File: config.mk
export PLATFORM = sky130hd
export DESIGN_NAME = gfm
export DESIGN_NICKNAME = d
export VERILOG_FILES = /design/src/rtl/gfm_step.sv /design/src/rtl/gfm.sv
export SDC_FILE = /design/constraint.sdc
export NUM_CORES = 2
export LEC_CHECK = 0
export BUFFER_PORTS_ARGS = -buffer_cell sky130_fd_sc_hd__buf_2
export CAP_MARGIN = 0
export CORE_MARGIN = 10
export CORE_UTILIZATION = 40
export DETAILED_ROUTE_END_ITERATION = 10
export GPL_TIMING_DRIVEN = 0
export HOLD_SLACK_MARGIN = 0.12
export SYNTH_ARGS = -nofsm -noshare
export SYNTH_HDL_FRONTEND = slang
export SYNTH_SLANG_ARGS = --single-unit
export TNS_END_PERCENT = 30
File: constraint.sdc
create_clock -name clk -period 3.3 [get_ports clk]
set_input_delay 0.165 -clock clk [delete_from_list [all_inputs] [get_ports clk]]
set_output_delay 0.165 -clock clk [all_outputs]
set_load 0.02 [all_outputs]
File: src/rtl/gfm_step.sv
// One MSB-first shift-and-add step of GF(2^GFM_BITS) multiplication:
// new_acc = (acc * x mod POLYNOMIAL) ^ (b_bit ? a : 0).
module gfm_step #(
    parameter int unsigned         GFM_BITS   = 128,
    parameter logic [GFM_BITS:0]   POLYNOMIAL = 129'h100000000000000000000000000000087
) (
    input  logic [GFM_BITS-1:0] acc,
    input  logic [GFM_BITS-1:0] a,
    input  logic                b_bit,
    output logic [GFM_BITS-1:0] new_acc
);

    logic [GFM_BITS-1:0] shifted;

    always_comb begin
        // x^GFM_BITS folds back as the low bits of the polynomial
        shifted = {acc[GFM_BITS-2:0], 1'b0} ^ (acc[GFM_BITS-1] ? POLYNOMIAL[GFM_BITS-1:0] : '0);
        new_acc = shifted ^ (b_bit ? a : '0);
    end

endmodule

File: src/rtl/gfm.sv
// Iterative GF(2^GFM_BITS) multiplier: GFM_BITS/GFM_CYCLES unrolled steps per
// clock, IDLE -> BUSY -> DONE controller with a one-cycle done pulse.
module gfm #(
    parameter int unsigned         GFM_BITS   = 128,
    parameter int unsigned         GFM_CYCLES = 8,
    parameter logic [GFM_BITS:0]   POLYNOMIAL = 129'h100000000000000000000000000000087
) (
    input  logic                clk,
    input  logic                reset,
    input  logic                en,
    input  logic [GFM_BITS-1:0] a,
    input  logic [GFM_BITS-1:0] b,
    output logic [GFM_BITS-1:0] result,
    output logic                done
);

    localparam int unsigned STEPS = GFM_BITS / GFM_CYCLES;
    localparam int unsigned CW    = (GFM_CYCLES > 1) ? $clog2(GFM_CYCLES) : 1;

    typedef enum logic [1:0] {
        IDLE = 2'd0,
        BUSY = 2'd1,
        DONE = 2'd2
    } state_t;

    state_t              state;
    logic [CW-1:0]       count;
    logic [GFM_BITS-1:0] acc;
    logic [GFM_BITS-1:0] a_reg;
    logic [GFM_BITS-1:0] b_reg;
    logic [GFM_BITS-1:0] chain [0:STEPS];

    assign chain[0] = acc;

    // b_reg is shifted left each cycle, so its top STEPS bits are always next
    for (genvar j = 0; j < STEPS; j++) begin : g_step
        gfm_step #(
            .GFM_BITS   (GFM_BITS),
            .POLYNOMIAL (POLYNOMIAL)
        ) u_step (
            .acc     (chain[j]),
            .a       (a_reg),
            .b_bit   (b_reg[GFM_BITS-1-j]),
            .new_acc (chain[j+1])
        );
    end

    always_ff @(posedge clk) begin
        if (!reset) begin
            state  <= IDLE;
            count  <= '0;
            acc    <= '0;
            a_reg  <= '0;
            b_reg  <= '0;
            result <= '0;
            done   <= 1'b0;
        end else begin
            case (state)
                IDLE: begin
                    done <= 1'b0;
                    if (en) begin
                        a_reg <= a;
                        b_reg <= b;
                        acc   <= '0;
                        count <= '0;
                        state <= BUSY;
                    end
                end
                BUSY: begin
                    acc   <= chain[STEPS];
                    b_reg <= b_reg << STEPS;
                    count <= count + 1'b1;
                    if (count == CW'(GFM_CYCLES - 1)) begin
                        result <= chain[STEPS];
                        done   <= 1'b1;
                        state  <= DONE;
                    end
                end
                DONE: begin
                    done  <= 1'b0;
                    state <= IDLE;
                end
                default: begin
                    done  <= 1'b0;
                    state <= IDLE;
                end
            endcase
        end
    end

endmodule

==> reports/qor.csv <==
metric,value,unit
status,finished with violations,
failing checks,"capacitance limit, slew limit, setup timing",
count of different cell masters after synthesis,24,
R2R depth,9,
VDD IR max,0.493,mV
Final Util,48.5,%
row cnt,126,
Antenna Nets Post-Route,0,
CTS tree,built,
DRC viols,0,
clk_lat worst skew,0.73,ns
syn_nets,7220,
Post-DP HPWL,179000,µm
drt total wl,251000,µm
hold path startpoint,a[24],
Clk pwr share,29.4,%
synthesized flop and latch total,518,
"Worst Setup Slack, final",-0.108,ns
critical path class,register to register,
Initial Utilization,40.4,%
DR WL/cell,26.9,µm
final cell count without fillers,9321,
RSZ-0062 raised after global routing,true,
sw frac,41.8,%
ys flop type,dfxtp_1,
largest area contributor in the netlist,xnor2_1,
R2R Path Start,b_reg[113],
yosys warns,0,
worst-path fanout max,10,
P_leak,20.0,nW
first drt pass iteration count,6,
largest net degree at the start of global routing,21,
CP Capture Type,register,
TritonCTS Buffers,60,
Mapped Cells,6959,
hold path cells,4,
Root Driver,clkbuf_16,
Critical R2R Capture,acc[126],
nets,7926,
Die Ht,366,µm
Final Skew,0.0838,ns
CP Data Arrival Time,4.07,ns
cell area after layout,57500,µm²
Critical Path Start Type,register,
Hold Crit Endpoint,a_reg[24],
global route overflow,0,
Placed Instances,8947,
Syn Area/Cell,6.88,µm²
sequential area share after synthesis,21.7,%
initial detailed-routing violation count,6824,
I/O Buffers,387,
Commonest cells post-synth,"nand2_1 (2,861), xnor2_1 (1,720), dfxtp_1 (518)",
Vias/cell,5.46,
slew at the pin closest to its max-slew limit,1.57,ns
Seq pwr share,28.2,%
maximum clock rate,0.293,GHz
first-pass GRT wire length,352000,µm
area share of the largest cell type after synthesis,31.5,%
Slew headroom,-4.99,%
Die X,366,µm
initial antenna violation count,18,
Power Internal,14.6,mW
Max Cap Viol,1,
vias in the first global route,48700,
die area,134000,µm²
CTS sink cnt,518,
combinational share of power,42.4,%
postcts setup bufs,0,
max-slew violations,11,
Top Ports,388,
Tcrit/Tclk final,103,%
Core Region,118000,µm²
most common cell in the netlist,nand2_1,
share of cells above drive strength 1,10.2,%
Max clock buf depth,3,
Critical Path Source,b_reg[113],
CTS H-tree depth,2,
Syn Std Cell Area,47900,µm²
pwr dens,438,nW/µm²
number of flops mapped to enable cells by yosys,0,
Final Hold Viols,0,
Total GRT Usage,35.2,%
Via Count,50900,
Final GP Congestion,0.995,
Fillers,12100,
"top cells by area, synth","xnor2_1 (31%), nand2_1 (22%), dfxtp_1 (22%)",
clk slew on worst S/H paths,0.07,ns
dpl ws,-1.43,ns
flop2flop setup slack,-0.11,ns
Final setup viols,20,
area grow syn2layout,20.1,%
placed instance area,51900,µm²
"Min Clock Period, post-route",3.41,ns
Hold Path Class,primary input to register,
"FFs w/ async S/R, synth",0,%
sw power,10.5,mW
worst path required time,3.96,ns
hold slack,0.239,ns
-- worst max-delay path: stages (launching register included) --
cell and delay (ns):
dfxtp_1 0.38, clkbuf_2 0.35, clkbuf_4 0.44, clkbuf_2 0.49, clkdlybuf4s15_2 0.58, nand2_1 0.12, xnor2_1 0.19, xnor2_2 0.47
nand2_1 0.12, a21boi_0 0.17
-- cell families after synthesis --
group,synth area share [%]
DFF,21.7
and+or+nand+nor,25.7
buffers and inverters,5.58
AOI/OAI and AO/OA,8.48
xor gates and xnor gates,38.5
adders and majority gates,0.0523
-- repair_timing --
action | in CTS | in global routing
pin swaps | 0 | 1
hold endpoints to repair | 257 | 0
setup endpoints to repair | 258 | 210
hold buffers | 257 | 0
gates resized for setup | 247 | 198
-- layout by cell type, fill, tap and decap left out, types with 3 or more instances in the layout --
| cell type | instances |
|---|---|
| nand2_1 | 2861 |
| clkbuf_8 | 19 |
| bufinv_16 | 7 |
| buf_4 | 21 |
| and2_1 | 38 |
| diode_2 | 6 |
| buf_6 | 4 |
| clkinvlp_4 | 3 |
| clkbuf_2 | 95 |
| nand3_1 | 256 |
| xor2_1 | 316 |
| clkbuf_1 | 353 |
| dfxtp_1 | 517 |
| clkdlybuf4s15_2 | 3 |
| clkinv_2 | 8 |
| clkbuf_4 | 51 |
| nor2_1 | 6 |
| dlygate4sd3_1 | 257 |
| xnor2_2 | 53 |
| buf_2 | 446 |
| o21ai_0 | 57 |
| a21boi_0 | 333 |
| xnor2_1 | 1666 |
| clkinv_16 | 3 |
| xnor3_1 | 24 |
| buf_1 | 111 |
| clkbuf_16 | 60 |
| o211a_1 | 123 |
| a21oi_1 | 4 |
| xnor3_2 | 3 |
-- layout make-up --
class,count,area [µm²],area share [%]
well taps,1600,2000,3.48
flip-flops and latches,518,10400,18.0
clock inverters,25,398,0.692
repair buffers,645,4540,7.89
inverters,1,3.75,0.00653
diodes,6,15.0,0.0261
plain buffers,689,3100,5.40
multi-input cells,5750,35300,61.3
clock buffers,87,1790,3.12
-- how the worst max path moves through the flow --
| stage | endpoint | cells after the start |
|---|---|---|
| 2_1_floorplan | result[1] | 9 |
| 3_3_place_gp | acc[102] | 9 |
| 3_5_place_dp | acc[115] | 9 |
| 4_1_cts | result[105] | 10 |
| 5_1_grt | result[2] | 9 |
| 6_report | acc[126] | 9 |
-- per-stage QoR --
| stage | power (mW) | setup TNS [ns] |
|---|---|---|
| floorplan | 12.8 | 0 |
| global placement | 16.6 | -245.01 |
| detailed placement | 16.6 | -234.45 |
| CTS | 24.4 | 0 |
| global route | 25.6 | -0.470 |
| finish | 25.2 | -0.737 |
-- power by group through the flow --
stage / Clock [mW] / Sequential (mW) / Combinational, mW
floorplan: 0 / 7.01 / 5.75
global placement: 0 / 7.19 / 9.41
detailed placement: 0 / 7.20 / 9.43
CTS: 7.46 / 7.07 / 9.89
global route: 7.67 / 7.11 / 10.8
finish: 7.41 / 7.09 / 10.7
-- per-layer routing --
metal / track usage [%] / up-vias / share of wire, % / routed length (µm)
li1: - / 22700 / - / -
met1: 45.5 / 23900 / 39 / 97200
met2: 52.8 / 3426 / 42 / 105000
met3: 8.76 / 854 / 13 / 31500
met4: 20.6 / 20 / 6.9 / 17200
met5: 0 / - / 0.052 / 130
Note: power is estimated with default switching activity, not from simulation.
